===== config.mk =====
export PLATFORM = sky130hd
export DESIGN_NAME = led_sequencer
export DESIGN_NICKNAME = d
export VERILOG_FILES = /design/src/rtl/led_seq_pkg.sv /design/src/rtl/led_tick_gen.sv /design/src/rtl/led_sequencer.sv
export SDC_FILE = /design/constraint.sdc
export NUM_CORES = 1
export LEC_CHECK = 0
export CAP_MARGIN = 0
export CORE_MARGIN = 1
export CORE_UTILIZATION = 59
export CTS_CLUSTER_SIZE = 16
export DETAILED_ROUTE_END_ITERATION = 8
export PLACE_DENSITY_LB_ADDON = 0.3
export SLEW_MARGIN = 0
export SYNTH_ARGS = -nofsm -noshare
export SYNTH_HDL_FRONTEND = slang
export SYNTH_SLANG_ARGS = --single-unit

===== constraint.sdc =====
create_clock -name clk -period 3.5 [get_ports clk]
set_clock_uncertainty 0.2 [all_clocks]
set_input_delay 0.7 -clock clk [delete_from_list [all_inputs] [get_ports clk]]
set_output_delay 0.7 -clock clk [all_outputs]
set_load 0.05 [all_outputs]

===== src/rtl/led_seq_pkg.sv =====
// Shared encodings for the LED sequencer: pattern modes,
// bounce direction and the speed-select width.
package led_seq_pkg;

    localparam int SPEED_W = 2;

    typedef enum logic [1:0] {
        MODE_ROL    = 2'b00,
        MODE_ROR    = 2'b01,
        MODE_BOUNCE = 2'b10,
        MODE_COUNT  = 2'b11
    } mode_e;

    typedef enum logic {
        DIR_UP   = 1'b0,
        DIR_DOWN = 1'b1
    } dir_e;

endpackage


===== src/rtl/led_tick_gen.sv =====
// Step timer: counts to (PERIOD >> speed) - 1 and flags a step.
// clear restarts the count and suppresses the step; pause holds it.
module led_tick_gen
    import led_seq_pkg::*;
#(
    parameter int PERIOD = 8
) (
    input  logic               clk,
    input  logic               rst_n,
    input  logic               clear,
    input  logic [SPEED_W-1:0] speed,
    input  logic               pause,
    output logic               tick
);

    localparam int CW = $clog2(PERIOD);

    logic [CW-1:0] count;
    logic [CW-1:0] limit_m1;
    logic          terminal;

    assign limit_m1 = CW'((PERIOD >> speed) - 1);

    // >= rather than == so a lowered limit steps at once
    assign terminal = (count >= limit_m1);
    assign tick     = terminal & ~pause & ~clear;

    always_ff @(posedge clk) begin
        if (!rst_n || clear) begin
            count <= '0;
        end else if (pause) begin
            count <= count;
        end else if (terminal) begin
            count <= '0;
        end else begin
            count <= count + 1'b1;
        end
    end

endmodule


===== src/rtl/led_sequencer.sv =====
// LED pattern sequencer: rotate, bounce and binary-count modes.
// Define LED_SEQ_PWM_EN to add the bright input and PWM dimming.
module led_sequencer
    import led_seq_pkg::*;
#(
    parameter int NUM_LEDS   = 6,
    parameter int CLK_HZ     = 27_000_000,
    parameter int STEP_HZ    = 2,
    parameter int ACTIVE_LOW = 0
) (
    input  logic                clk,
    input  logic                rst_n,
    input  logic [1:0]          mode,
    input  logic [SPEED_W-1:0]  speed,
    input  logic                pause,
`ifdef LED_SEQ_PWM_EN
    input  logic [3:0]          bright,
`endif
    output logic [NUM_LEDS-1:0] led,
    output logic                step_pulse
);

    localparam int PERIOD = CLK_HZ / STEP_HZ;

    localparam logic [NUM_LEDS-1:0] ONE = NUM_LEDS'(1);

    localparam logic [NUM_LEDS-1:0] LED_RST =
        (ACTIVE_LOW != 0) ? ~ONE : ONE;

    mode_e               mode_in;
    mode_e               mode_q;
    dir_e                dir;
    dir_e                dir_d;
    dir_e                step_dir;
    logic [NUM_LEDS-1:0] pattern;
    logic [NUM_LEDS-1:0] pattern_d;
    logic [NUM_LEDS-1:0] step_pat;
    logic [NUM_LEDS-1:0] lit_d;
    logic [NUM_LEDS-1:0] led_d;
    logic                mode_chg;
    logic                tick;

    assign mode_in  = mode_e'(mode);
    assign mode_chg = (mode_in != mode_q);

    led_tick_gen #(
        .PERIOD (PERIOD)
    ) u_tick (
        .clk    (clk),
        .rst_n  (rst_n),
        .clear  (mode_chg),
        .speed  (speed),
        .pause  (pause),
        .tick   (tick)
    );

    always_comb begin
        step_pat = pattern;
        step_dir = dir;
        unique case (mode_q)
            MODE_ROL: begin
                step_pat = {pattern[NUM_LEDS-2:0],
                            pattern[NUM_LEDS-1]};
            end
            MODE_ROR: begin
                step_pat = {pattern[0],
                            pattern[NUM_LEDS-1:1]};
            end
            MODE_BOUNCE: begin
                if (dir == DIR_UP) begin
                    step_pat = pattern << 1;
                    if (step_pat[NUM_LEDS-1]) begin
                        step_dir = DIR_DOWN;
                    end
                end else begin
                    step_pat = pattern >> 1;
                    if (step_pat[0]) begin
                        step_dir = DIR_UP;
                    end
                end
            end
            MODE_COUNT: begin
                step_pat = pattern + ONE;
            end
        endcase
    end

    // Mode reload outranks both a pending step and pause
    always_comb begin
        pattern_d = pattern;
        dir_d     = dir;
        if (mode_chg) begin
            pattern_d = ONE;
            dir_d     = DIR_UP;
        end else if (tick) begin
            pattern_d = step_pat;
            dir_d     = step_dir;
        end
    end

`ifdef LED_SEQ_PWM_EN
    logic [3:0] pwm_cnt;

    always_ff @(posedge clk) begin
        if (!rst_n) begin
            pwm_cnt <= 4'd0;
        end else begin
            pwm_cnt <= pwm_cnt + 4'd1;
        end
    end

    assign lit_d = (pwm_cnt <= bright) ? pattern_d : '0;
`else
    assign lit_d = pattern_d;
`endif

    assign led_d = (ACTIVE_LOW != 0) ? ~lit_d : lit_d;

    always_ff @(posedge clk) begin
        if (!rst_n) begin
            mode_q     <= mode_in;
            pattern    <= ONE;
            dir        <= DIR_UP;
            step_pulse <= 1'b0;
            led        <= LED_RST;
        end else begin
            mode_q     <= mode_in;
            pattern    <= pattern_d;
            dir        <= dir_d;
            step_pulse <= tick;
            led        <= led_d;
        end
    end

endmodule


### Word-level counts from Yosys, hierarchy flattened

Index checks and enable logic that the tools add are counted.

* magnitude comparators: 1
* reduce and logical (&&, ||, !) cells: 5
* bitwise gates (word level): 5
* shift-type cells: 1
* add/sub/neg operators: 3
* muxes and demuxes: 6
* equal/unequal tests: 4

Operators with widths (number)
* $add 24x1->24 const B: 1
* $ge 24x24->1: 1
* $mux 24: 1
* $pmux 6 s4: 1
* $shr 24x2->24 const A: 1
* $sub 24x2->24 const B: 1
* $add 6x1->6 const B: 1
* $mux 6: 1
* $eq 2x2->1 const B: 2
* $mux 1: 3
* $not 1->1: 3
* $and 1x1->1: 2
* $eq 2x1->1 const B: 1
* $logic_not 2->1: 1
* $ne 2x2->1: 1
* $reduce_and 2->1: 1
* $reduce_or 2->1: 1
* $logic_not 1->1: 1
* $logic_or 1x1->1: 1

* word-level logic and storage cells: 30
* flip-flop bits (word level): 34
* output and inout port bits: 7
* bits of input ports: 7

### Depth between registers and ports, before layout

* word-level depth: 6
* gate-level depth with buffers: 11
* gate-level depth less buffers: 10

### Cells and area by module

From an unflattened synthesis, not the netlist that was laid out.

* cells, all modules: 247
* area, all modules: 2192.1 um^2

By module, submodules not included
* led_tick_gen: sequential area each 480.5 um^2, times used 1, area an instance 1580.3 um^2, cells each 176
* led_sequencer: sequential area each 200.2 um^2, times used 1, area an instance 611.8 um^2, cells each 71

### Worst setup path after synthesis

OpenSTA, ideal clock, no wires.

* path kind: input port to flip-flop
* start: input port speed[1]
* end: register pattern[3]
* stages: 11
* buffers on the path: 1
* setup time: 130 ps
* arrival time: 2676 ps
* path slack: 493 ps
* cell sequence: inv_1 -> ha_1 -> inv_1 -> ha_1 -> nand4_2 -> nor4_2 -> o2111ai_1 -> a31o_2 -> buf_6 -> o211ai_2 -> o31ai_2

* longest elaborated chain between the ends: 5

Ends and longest elaborated chain
* from (decl): line led_sequencer.sv:14 `input logic [SPEED_W-1:0] speed,`
* $shr 24x2->24: line led_tick_gen.sv:22 `assign limit_m1 = CW'((PERIOD >> speed) - 1);`
* $sub 24x2->24: line led_tick_gen.sv:22
* $ge 24x24->1: line led_tick_gen.sv:25 `assign terminal = (count >= limit_m1);`
* $and 1x1->1 (2 in a row): line led_tick_gen.sv:26 `assign tick = terminal & ~pause & ~clear;`
* to (signal assigned): line led_sequencer.sv:128 `pattern <= pattern_d;`
* to (decl): line led_sequencer.sv:35 `logic [NUM_LEDS-1:0] pattern;`

No other way between the ends.
A chain may end at the register's enable or synchronous reset.

### Worst setup path in the final report

* start: input port speed[0]
* end: register u_tick.count[12]

* longest elaborated chain between the ends: 4

Ends and longest elaborated chain
* $shr 24x2->24: line led_tick_gen.sv:22
* $sub 24x2->24: line led_tick_gen.sv:22
* $ge 24x24->1: line led_tick_gen.sv:25
* $mux 24: line led_tick_gen.sv:33 `end else if (terminal) begin`
* to (signal assigned): line led_tick_gen.sv:32 `count <= count;`
* to (signal assigned): line led_tick_gen.sv:36 `count <= count + 1'b1;`
* to (decl): line led_tick_gen.sv:18 `logic [CW-1:0] count;`

No other way between the ends.

==> flow_summary.json <==
{
  "crit_type": "in -> reg",
  "synthCells": 255,
  "power_density_nw_per_um2": 290,
  "fmax_ghz": 0.304,
  "status": "finished, final reports clean",
  "hold_path_depth": 2,
  "ctsHoldBuffers": 0,
  "syn_avg_cell_area_um2": 8.40,
  "gp_congestion": 0.850,
  "cts_buffer_depth": 2,
  "num_vias": 1841,
  "rrSetupSlack_ns": 1.10,
  "crit_buf_inv": 4,
  "cp.depth": 13,
  "wl_per_cell_um": 13.8,
  "drive_above_1_share": 0.0833,
  "placed_area_um2": 2360,
  "rsz0062_at_grt": "false",
  "finalInstanceArea_um2": 2420,
  "cts.htree.levels": 2,
  "critPathTopFamily": "buffers and inverters",
  "worstSetupStartpoint": "speed[0]",
  "cts_root_buf": "clkbuf_4",
  "clkLatencyLatePin_ns": 0.36,
  "slowest_delay_ns": 0.47,
  "drt_iter0_markers": 91,
  "diodes": 0,
  "antenna_found_initial": 0,
  "syn2layout_area_growth_pct": 12.8,
  "overflow": 0,
  "design.core.area_um2": 3420,
  "fin_crit_sh": 0.939,
  "post_cts_buffers": 0,
  "via_per_inst": 5.72,
  "clk_pin_slew_ns": 0.11,
  "rows": 21,
  "p_leak_uw": 0.000901,
  "r2r_end": "u_tick.count[12]",
  "cts_tree": "done",
  "tightest_slew_ns": 0.554,
  "relSlewSlack": 0.629,
  "period_needed_ns": 3.28,
  "synth-edff-count": 0,
  "final_nets": 307,
  "slowest_stage": "clkdlybuf4s50_1",
  "worst_ir_drop_vdd_mv": 0.201,
  "drtAntennaViolNets": 0,
  "drv_slew": 0,
  "io_pins": 14,
  "synth_seq_cells": 34,
  "fp.dieArea_um2": 3880,
  "setup_viol": 0,
  "routed_wl_um": 4450,
  "r2r_start": "u_tick.count[23]",
  "critPathLaunchType": "input pin",
  "synthDistinctLibCells": 49,
  "yosysWarnings": 0,
  "clkSinkCount": 34,
  "hold_path_class": "reg -> reg",
  "cpMostUsedCell": "ha_1",
  "required_ns": 3.57,
  "synth_area_um2": 2140,
  "end_kind": "flip-flop",
  "finalSetupTns_ns": 0,
  "synth-main-ff-cell": "dfxtp_1",
  "drc": 0,
  "dpl.hpwl_um": 3270,
  "grt_pass1_vias": 1659,
  "globalRouteTotalUtil": 0.249,
  "critPathCapture": "u_tick.count[12]",
  "seq_area_frac_synth": 0.318,
  "cap_violations": 0,
  "cts_buffers": 5,
  "synth_nets": 287,
  "io_buffers": 13,
  "async_flop_share": 0,
  "hold_viol_final": 0,
  "arrival_ns": 3.36,
  "rr_worst_depth": 8,
  "crit_fanout": 18,
  "ctsResizeCount": 0,
  "worstPathCellList": "clkdlybuf4s50_1 -> inv_1 -> ha_1 -> buf_4 -> xnor2_1 -> ha_1 -> nand4_1 -> a21oi_1 -> o2111ai_1 -> a31o_2 -> nand2_2 -> buf_12 -> nor2_1",
  "die_w_um": 62.3,
  "grt_max_degree": 19,
  "die_h_um": 62.3,
  "dr.pass1.iters": 4,
  "grt_first_pass_wirelength_um": 7600,
  "initial_core_util": 0.627
}
==> through the flow <==
step | power [µW] | util | hold WS (ns) | worst slack, ns | instances
2_1_floorplan | 443 | - | 0.258 | 0.493 | 255
3_5_place_dp | 470 | 0.690 | 0.283 | -0.143 | 314
5_1_grt | 729 | 0.707 | 0.334 | 0.00421 | 322
6_report | 700 | 0.707 | 0.299 | 0.215 | 322
4_1_cts | 700 | 0.707 | 0.298 | 0.222 | 322
3_3_place_gp | 467 | 0.690 | 0.270 | -0.0155 | 314
==> synthesized netlist by cell type, types with 2 or more instances <==
master	number	area share
nand4_1	10	0.029
o21ai_0	7	0.016
nand3_1	12	0.028
nor3_1	5	0.012
clkbuf_1	5	0.0088
xnor2_1	11	0.045
a32o_1	3	0.014
or3_1	2	0.0058
nand2_1	25	0.044
dfxtp_1	34	0.32
a21oi_1	17	0.040
o21ai_1	2	0.0047
a211oi_1	2	0.0070
nor3b_1	2	0.0070
xor2_1	11	0.045
and3_1	4	0.012
ha_1	25	0.15
a32oi_1	2	0.0082
a21o_1	4	0.014
nor2_1	35	0.061
buf_6	2	0.011
nand4b_1	2	0.0082
inv_1	7	0.012
==> power breakdown <==
group	leakage [µW]	internal, µW	total (µW)	switching (µW)
registers	0.000275	388	392	3.77
clock network	0.0000353	97.3	239	141
logic	0.000591	30.9	69.4	38.4
total	0.000901	517	700	184
==> sequential cells by signal, summed over array words and instances, names as in the netlist <==
signal,count
step_pulse,1
u_tick.count,24
dir,1
pattern,6
mode_q,2
==> worst register-to-register path, delay by kind of cell (launching register included) <==
family | cells | cell delay [ns]
DFF | 1 | 0.35
and+or+nand+nor | 2 | 0.23
adders and majority gates | 1 | 0.34
AOI/OAI and AO/OA | 4 | 1.02
buffers and inverters | 1 | 0.17
==> final cells by class <==
class,count,area (µm²)
Clock buffer,7,55.1
Clock inverter,1,5.00
Multi-Input combinational cell,206,1390
Fill cell,284,1000
Sequential cell,34,681
Inverter,7,26.3
Tap cell,46,57.6
Timing Repair Buffer,21,203
==> kinds of logic (layout without fill, tap and decap cells) <==
kind of cell | count (synthesis) | count (layout) | share of synthesized area
multiplexers | 1 | 1 | 0.00467
AO/OA/AOI/OAI | 47 | 47 | 0.148
flip-flops | 34 | 34 | 0.318
AND/OR/NAND/NOR | 110 | 110 | 0.258
buffers and inverters | 15 | 36 | 0.0339
adder cells (fa/ha/maj) | 25 | 25 | 0.146
other | 1 | 1 | 0.00175
XOR/XNOR | 22 | 22 | 0.0900
==> worst min path at each step <==
stage,startpoint,endpoint,slack [ns]
finish,u_tick.count[1],u_tick.count[1],0.30
global route,u_tick.count[1],u_tick.count[1],0.33
CTS,u_tick.count[1],u_tick.count[1],0.30
detailed placement,u_tick.count[1],u_tick.count[1],0.28
global placement,u_tick.count[1],u_tick.count[1],0.27
floorplan,u_tick.count[1],u_tick.count[1],0.26
==> metal layers <==
metal / up-vias / share of wire / track usage / wire [µm]
met2: 28 / 0.45 / 0.375 / 1990
met1: 848 / 0.50 / 0.342 / 2220
met3: 6 / 0.040 / 0.0551 / 179
li1: 959 / - / - / -
met4: 0 / 0.013 / 0.105 / 57
met5: - / 0 / 0 / 0
==> layout by cell type, fill, tap and decap left out, types with 2 or more instances in the layout <==
master,Yosys,layout
a21o_1,4,4
a32oi_1,2,2
dfxtp_1,34,34
o21ai_0,7,7
a211oi_1,2,2
or3_1,2,2
nand4b_1,2,2
nand3_1,12,12
a32o_1,3,3
xnor2_1,11,11
xor2_1,11,11
ha_1,25,25
nand2_1,25,25
inv_1,7,7
clkdlybuf4s50_1,0,13
and3_1,4,4
a21oi_1,17,17
nand4_1,10,10
buf_4,0,7
nor3b_1,2,2
nor2_1,35,35
clkbuf_4,0,5
nor3_1,5,5
o21ai_1,2,2
(Power assumes the default switching activity.)
